**config.mk**
```make
export PLATFORM = sky130hd
export DESIGN_NAME = snake_color_sel
export DESIGN_NICKNAME = d
export VERILOG_FILES = /design/src/rtl/snake_color_sel.sv
export SDC_FILE = /design/constraint.sdc
export NUM_CORES = 1
export LEC_CHECK = 0
export BUFFER_PORTS_ARGS = -buffer_cell sky130_fd_sc_hd__buf_2
export CAP_MARGIN = 40
export CELL_PAD_IN_SITES_DETAIL_PLACEMENT = 0
export CELL_PAD_IN_SITES_GLOBAL_PLACEMENT = 1
export CORE_ASPECT_RATIO = 1.25
export CORE_UTILIZATION = 50
export DETAILED_ROUTE_END_ITERATION = 8
export PLACE_DENSITY_LB_ADDON = 0.1
export SLEW_MARGIN = 20
export SYNTH_ARGS = -nofsm -noshare
export SYNTH_HDL_FRONTEND = slang
export SYNTH_SLANG_ARGS = --single-unit
```
**constraint.sdc**
```tcl
create_clock -name clk -period 2.22 [get_ports clk]
set_input_delay 0.333 -clock clk [delete_from_list [all_inputs] [get_ports clk]]
set_output_delay 0.333 -clock clk [all_outputs]
set_load 0.03 [all_outputs]
```
**src/rtl/snake_color_sel.sv**
```systemverilog
// Snake colour chooser: debounced next/prev/ok buttons step and lock a palette address.
// Define COLOR_SEL_RAND_EN to make simultaneous next+prev pick an LFSR-random entry.
module snake_color_sel #(
    parameter int DEBOUNCE_CYCLES = 1_000_000,
    parameter int BLINK_CYCLES    = 25_000_000,
    parameter int NUM_COLORS      = 8
) (
    input  logic       clk,
    input  logic       rst,
    input  logic       btn_next,
    input  logic       btn_prev,
    input  logic       btn_ok,
    input  logic       game_over,
    output logic [2:0] color_addr,
    output logic       locked,
    output logic       preview_on
);

    localparam int DW = (DEBOUNCE_CYCLES > 1) ? $clog2(DEBOUNCE_CYCLES) : 1;
    localparam int BW = (BLINK_CYCLES > 1) ? $clog2(BLINK_CYCLES) : 1;
    localparam logic [2:0] LAST = 3'(NUM_COLORS - 1);

    typedef enum logic {
        S_SELECT,
        S_LOCKED
    } state_t;

    logic [2:0]    w_raw;
    logic [2:0]    r_sync1;
    logic [2:0]    r_sync2;
    logic [2:0]    r_deb;
    logic [2:0]    r_pulse;
    logic [DW-1:0] r_dcnt [3];

    logic          w_next;
    logic          w_prev;
    logic          w_ok;

    state_t        r_state;
    logic [2:0]    r_addr;
    logic          r_locked;
    logic          r_preview;
    logic [BW-1:0] r_blink;

    assign w_raw  = {btn_ok, btn_prev, btn_next};
    assign w_next = r_pulse[0];
    assign w_prev = r_pulse[1];
    assign w_ok   = r_pulse[2];

    // Pulse is registered on the same edge the debounced level rises.
    always_ff @(posedge clk) begin
        if (rst) begin
            r_sync1 <= '0;
            r_sync2 <= '0;
            r_deb   <= '0;
            r_pulse <= '0;
            for (int i = 0; i < 3; i++) r_dcnt[i] <= '0;
        end else begin
            r_sync1 <= w_raw;
            r_sync2 <= r_sync1;
            for (int i = 0; i < 3; i++) begin
                r_pulse[i] <= 1'b0;
                if (r_sync2[i] == r_deb[i]) begin
                    r_dcnt[i] <= '0;
                end else if (r_dcnt[i] == DW'(DEBOUNCE_CYCLES - 1)) begin
                    r_deb[i]   <= r_sync2[i];
                    r_pulse[i] <= r_sync2[i];
                    r_dcnt[i]  <= '0;
                end else begin
                    r_dcnt[i] <= r_dcnt[i] + DW'(1);
                end
            end
        end
    end

`ifdef COLOR_SEL_RAND_EN
    logic [7:0] r_lfsr;
    logic [2:0] w_rand;

    assign w_rand = 3'(r_lfsr[2:0] % NUM_COLORS);

    always_ff @(posedge clk) begin
        if (rst) begin
            r_lfsr <= 8'h01;
        end else begin
            r_lfsr <= {r_lfsr[6:0],
                       r_lfsr[7] ^ r_lfsr[5] ^ r_lfsr[4] ^ r_lfsr[3]};
        end
    end
`endif

    always_ff @(posedge clk) begin
        if (rst) begin
            r_state   <= S_SELECT;
            r_addr    <= 3'd0;
            r_locked  <= 1'b0;
            r_preview <= 1'b1;
            r_blink   <= '0;
        end else begin
            unique case (r_state)
                S_SELECT: begin
                    if (w_ok) begin
                        r_state   <= S_LOCKED;
                        r_locked  <= 1'b1;
                        r_preview <= 1'b1;
                        r_blink   <= '0;
                    end else begin
                        if (r_blink == BW'(BLINK_CYCLES - 1)) begin
                            r_blink   <= '0;
                            r_preview <= ~r_preview;
                        end else begin
                            r_blink <= r_blink + BW'(1);
                        end
                        if (w_next && w_prev) begin
`ifdef COLOR_SEL_RAND_EN
                            r_addr <= w_rand;
`else
                            r_addr <= r_addr;
`endif
                        end else if (w_next) begin
                            r_addr <= (r_addr == LAST) ? 3'd0 : r_addr + 3'd1;
                        end else if (w_prev) begin
                            r_addr <= (r_addr == 3'd0) ? LAST : r_addr - 3'd1;
                        end
                    end
                end
                S_LOCKED: begin
                    r_blink   <= '0;
                    r_preview <= 1'b1;
                    if (game_over) begin
                        r_state  <= S_SELECT;
                        r_locked <= 1'b0;
                    end
                end
                default: begin
                    r_state  <= S_SELECT;
                    r_locked <= 1'b0;
                end
            endcase
        end
    end

    assign color_addr = r_addr;
    assign locked     = r_locked;
    assign preview_on = r_preview;

endmodule

```
# [Word-level counts from Yosys, hierarchy flattened]
# Memories as Yosys holds them, arrays and structs flattened.
# Cells that the tools add are included.
[totals] ff_bits=43 latch_bits=0 ramBits=60 mem_bits_ro=0 in_bits=6 wordCells=121 memories=1
[mem_list] name="r_dcnt" depth=3 word_bits=20 rd=3 rd_clocked_by_memory_dff=0 write_ports=3 line_no="33" text="logic [DW-1:0] r_dcnt [3];"
[op_classes] add_sub_neg=6 multipliers=0 div_mod_pow=0 magnitude_cmp=0 n_eq_ne=11 n_shift=0 mux=60 bitwise_logic=19 n_reduce_logical=11
[ops] operator="$mux 20" n=9
[ops] operator="$add 20x1->20 const B" n=3
[ops] operator="$eq 20x20->1 const B" n=3
[ops] operator="$mux 25" n=2
[ops] operator="$pmux 25 s2" n=1
[ops] operator="$mux 1" n=41
[ops] operator="$add 25x1->25 const B" n=1
[ops] operator="$eq 25x25->1 const B" n=1
[ops] operator="$mux 3" n=4
[ops] operator="$not 1->1" n=10
[ops] operator="$or 1x1->1" n=9
[ops] operator="$reduce_or 3->1" n=3
[ops] operator="$reduce_and 2->1" n=4
[ops] operator="$pmux 1 s2" n=3
[ops] operator="$ne 2x2->1 const B" n=2
[ops] operator="$reduce_and 4->1" n=1
[ops] operator="$add 3x1->3 const B" n=1
[ops] operator="$eq 1x1->1" n=3
[ops] operator="$eq 3x3->1 const B" n=1
[ops] operator="$logic_not 3->1" n=1
[ops] operator="$ne 3x3->1 const B" n=1
[ops] operator="$sub 3x1->3 const B" n=1
[ops] operator="$reduce_bool 2->1" n=1
[ops] operator="$logic_and 1x1->1" n=1

# [Logic depth before layout (Yosys ltp)]
[depth] ltp_word=7 mapped_depth=6 depth_no_buf=6

# [Worst setup path before layout]
# OpenSTA, ideal clock, no wires.
[synth_path] path_type="register -> register" from="mem r_dcnt[0][12] (netlist bit)" to="mem r_dcnt[0][10] (netlist bit) (data pin)" arrival_ns=1.714 path_slack_ns=0.240 path_stages_with_launch=6 n_path_buf=1 synth_period_minus_slack_ns=1.980 cell_sequence="edfxtp_1 -> nor4b_1 -> nand4bb_1 -> o21ai_1 -> clkbuf_1 -> nor2_1"
[synth_lines] element="start, declared" line_no="33"

# [Final worst setup path]
[layout_path] from="reg r_blink[0]" to="reg r_blink[24]"
[layout_between] elab_chain_len=4
[layout_lines] element="start, declared" line_no="43" text="logic [BW-1:0] r_blink;"
[layout_lines] element="start signal, assigned" line_no="112" text="r_blink <= r_blink + BW'(1);"
[layout_lines] element="$add 25x1->25 / $eq 25x25->1 (equally long branches)" line_no="112, 108"
[layout_lines] element="$mux 25 (*)" line_no="108" text="if (r_blink == BW'(BLINK_CYCLES - 1)) begin"
[layout_lines] element="$mux 25 (*)" line_no="102" text="if (w_ok) begin"
[layout_lines] element="$pmux 25 s2 (*)" line_no="100" text="unique case (r_state)"
# Mark *: on every way between the ends. The rest lies on a longest branch, timed or not.
# A chain may end at the register's enable or synchronous reset.

==> results.py <==
metrics = {
    "cts": {
        "cts_buffers": 9,
        "cts_tree": "done",
        "cts_setup_buffers": 0,
        "clk_path_buf_depth": 2,
        "root_buffer": "clkbuf_16",
        "cts_resized": 0,
        "path_clk_slew_ns": 0.07,
        "clock-sinks": 103,
        "htree_levels": 3,
        "hold_buffers": 0,
        "clock_latency_ns": 0.34,
    },
    "setup_path": {
        "r2r_slack_ns": 0.22,
        "r2r-end": "r_blink[24]$_SDFF_PP0_",
        "critical_path_arrival_ns": 2.27,
        "endpoint_kind": "flop",
        "required_ns": 2.50,
        "worst-setup-path-type": "reg -> reg",
        "setup.worst_path.end": "r_blink[24]$_SDFF_PP0_",
        "critPathLaunchType": "flop",
        "r2r-start": "r_blink[0]$_SDFF_PP0_",
        "worstSetupStartpoint": "r_blink[0]$_SDFF_PP0_",
        "path_max_fanout": 13,
        "r2r_cells": 5,
    },
    "synthesis": {
        "synth-edff-count": 60,
        "ys_async_sr_fraction_pct": 0,
        "synth_compound_area_share_pct": 8.46,
        "ys_seq_area_share_pct": 51.3,
        "synth_area_leaders": "edfxtp_1, dfxtp_1, xor2_1",
        "synth-warning-count": 0,
        "synth_cell_types": 40,
        "synthAdderAreaFrac_pct": 1.93,
        "ys_ff_latch": 103,
        "synth_cells": 521,
        "synth_area_sq_um": 5190,
        "synthSimpleGateAreaFrac_pct": 26.3,
        "synth-xor-area-share_pct": 8.77,
        "synth_top_family_by_area": "simple AND/OR/NAND/NOR gates",
        "synth_top_area_share_pct": 34.7,
        "synth_ff_type": "edfxtp_1",
        "syn_avg_cell_area_sq_um": 9.97,
        "synth_top_area_cell": "edfxtp_1",
        "synth_mux_area_share_pct": 0.193,
    },
    "sta": {
        "fin_ws_ns": 0.224,
        "finalClockSkew_ns": 0.00533,
        "maxSlewHeadroom_pct": 53.6,
        "drv_slew": 0,
        "rsz0062_at_grt": "no",
        "finalSetupViolCount": 0,
        "period_needed_ns": 2.00,
        "setup-tns-final_ns": 0,
        "max_freq_mhz": 501,
        "tightest_slew_ns": 0.691,
        "hold_ws_ns": 0.199,
        "post-route-period-util_pct": 89.9,
        "finalHoldViolCount": 0,
    },
    "placement": {
        "gp_congestion": 0.783,
        "post-dp-hpwl_microns": 6780,
        "dp_slack_ns": 0.243,
        "portBuffers": 10,
    },
    "route": {
        "routed-via-count": 3947,
        "first_iter_violations": 136,
        "first_pass_iters": 4,
        "drc_errors": 0,
        "vias_per_cell": 5.45,
        "ant_nets": 0,
        "drt_wl_total_microns": 9490,
        "drt-wirelength-per-cell_microns": 13.1,
    },
    "cells_and_area": {
        "multiInputGateArea_sq_um": 2600,
        "num_antenna_cells": 0,
        "fill_cells": 878,
        "register_area_sq_um": 2660,
        "nets": 604,
        "drive_gt1_share_pct": 6.39,
        "area.growth.synth_to_final_pct": 13.3,
    },
    "power_and_ir_drop": {
        "p_sw_uw": 804,
        "leakage_nw": 2.00,
        "power_frac_clock_pct": 40.2,
        "p_int_mw": 2.98,
        "pwr-share-seq_pct": 56.3,
        "combPwrFrac_pct": 3.5,
        "p_sw_share_pct": 21.2,
        "powerDensity_nw_per_um2": 644,
        "worst_ir_drop_vdd_v": 0.000372,
    },
    "floorplan": {
        "fp.dieArea_sq_um": 10800,
        "io_pins": 11,
        "core-area_sq_um": 10100,
        "die_w_microns": 93.2,
        "start_util_pct": 51.4,
        "rows": 41,
        "die_h_microns": 116,
    },
    "status": {
        "outcome": "complete, no violations",
    },
    "worst_hold_path": {
        "hold_start": "btn_ok",
        "hold_path_depth": 2,
        "hold_class": "in -> reg",
    },
    "grt": {
        "grt_max_degree": 25,
        "grt_pass1_vias": 3546,
        "grt_pass1_wl_microns": 16000,
        "gr-total-overflow": 0,
        "grtUsageTotal_pct": 18.6,
        "antenna_found_initial": 0,
    },
    "run": {
        "cap_violations": 0,
    },
}
==> power groups by stage <==
stage	Sequential [mW]	Combinational, mW	Clock, mW
floorplan	2.16	0.104	0
global placement	2.17	0.129	0
detailed placement	2.17	0.130	0
CTS	2.13	0.132	1.57
global route	2.14	0.152	1.63
finish	2.13	0.133	1.52
==> final cells by class <==
type / instances / share of cell area, %
multi-input cells: 442 / 44.1
inverters: 14 / 0.893
well taps: 129 / 2.74
flip-flops and latches: 103 / 45.2
clock inverters: 2 / 0.213
repair buffers: 20 / 2.13
clock buffers: 14 / 4.66
==> synthesized netlist by cell type, types with 2 or more instances <==
| cell | count |
|---|---|
| dfxtp_1 | 43 |
| a21oi_1 | 36 |
| clkbuf_1 | 14 |
| nor3_1 | 6 |
| nand2b_1 | 2 |
| nor2_1 | 59 |
| or3_1 | 14 |
| nand3_1 | 30 |
| xnor2_1 | 21 |
| nor4_1 | 9 |
| and3_1 | 14 |
| o21ai_1 | 3 |
| nor3b_1 | 2 |
| xor2_1 | 31 |
| o31ai_1 | 19 |
| edfxtp_1 | 60 |
| buf_2 | 5 |
| nand4_1 | 26 |
| inv_1 | 14 |
| ha_1 | 8 |
| o21ai_0 | 17 |
| nor4b_1 | 5 |
| or4_1 | 22 |
| nor2b_1 | 10 |
| and2_1 | 5 |
| nand4b_1 | 2 |
| and4_1 | 8 |
| nand2_1 | 24 |
==> cells by family (layout without fill, tap and decap cells) <==
logic type / count (synthesis) / count (layout)
AO/OA/AOI/OAI: 77 / 77
XOR/XNOR: 52 / 52
adder cells (fa/ha/maj): 8 / 8
buffers and inverters: 35 / 50
flip-flops: 103 / 103
multiplexers: 1 / 1
other: 1 / 60
AND/OR/NAND/NOR: 244 / 244
==> flip-flops by register name, summed over array words and instances (netlist names), 3 cells and up <==
signal / flops
color_addr: 3
r_blink: 25
r_dcnt: 60
r_deb: 3
r_pulse: 3
r_sync1: 3
r_sync2: 3
==> worst min-delay path by stage <==
stage	endpoint	slack, ns
after floorplan	r_sync2[0]$_SDFF_PP0_	0.41
after global placement	r_sync2[2]$_SDFF_PP0_	0.42
after detailed placement	r_sync2[0]$_SDFF_PP0_	0.43
after CTS	r_sync1[2]$_SDFF_PP0_	0.19
after global routing	r_sync1[1]$_SDFF_PP0_	0.21
final	r_sync1[2]$_SDFF_PP0_	0.20
==> stage by stage <==
step                cells  area [sq um]  utilization (%)  power (mW)
finish                724          5890             58.2        3.79
global route          724          5890             58.2        3.92
CTS                   724          5890             58.2        3.83
detailed placement    708          5600             55.4        2.30
global placement      708          5600             55.4        2.30
floorplan             580          5410                -        2.26
==> layout by cell type (no fill, tap or decap), drive strengths merged, types with 19 or more instances in the layout <==
| cell type | Yosys | layout |
|---|---|---|
| or4 | 23 | 23 |
| nor2 | 59 | 59 |
| o21ai | 20 | 20 |
| a21oi | 36 | 36 |
| xor2 | 31 | 31 |
| nand3 | 31 | 31 |
| xnor2 | 21 | 21 |
| nand4 | 26 | 26 |
| dfxtp | 43 | 43 |
| conb | 1 | 60 |
| o31ai | 19 | 19 |
| edfxtp | 60 | 60 |
| buf | 6 | 20 |
| nand2 | 24 | 24 |
==> worst max-delay path, cell delays in order (launching register included) <==
cell	delay (ns)
dfxtp_1	0.37
ha_1	0.23
nand2_1	0.08
or4_4	0.62
or4_1	0.49
a21oi_1	0.14
==> routing by layer <==
metal	routed length [microns]	GRT usage [%]	share of wire, %	vias to the layer above
met5	0	0	0	-
met4	155	7.49	1.6	0
met3	183	3.35	1.9	15
met2	4590	31.3	48	31
met1	4560	23.8	48	1876
li1	-	-	-	2025
Power figures use the tool's default switching activity.
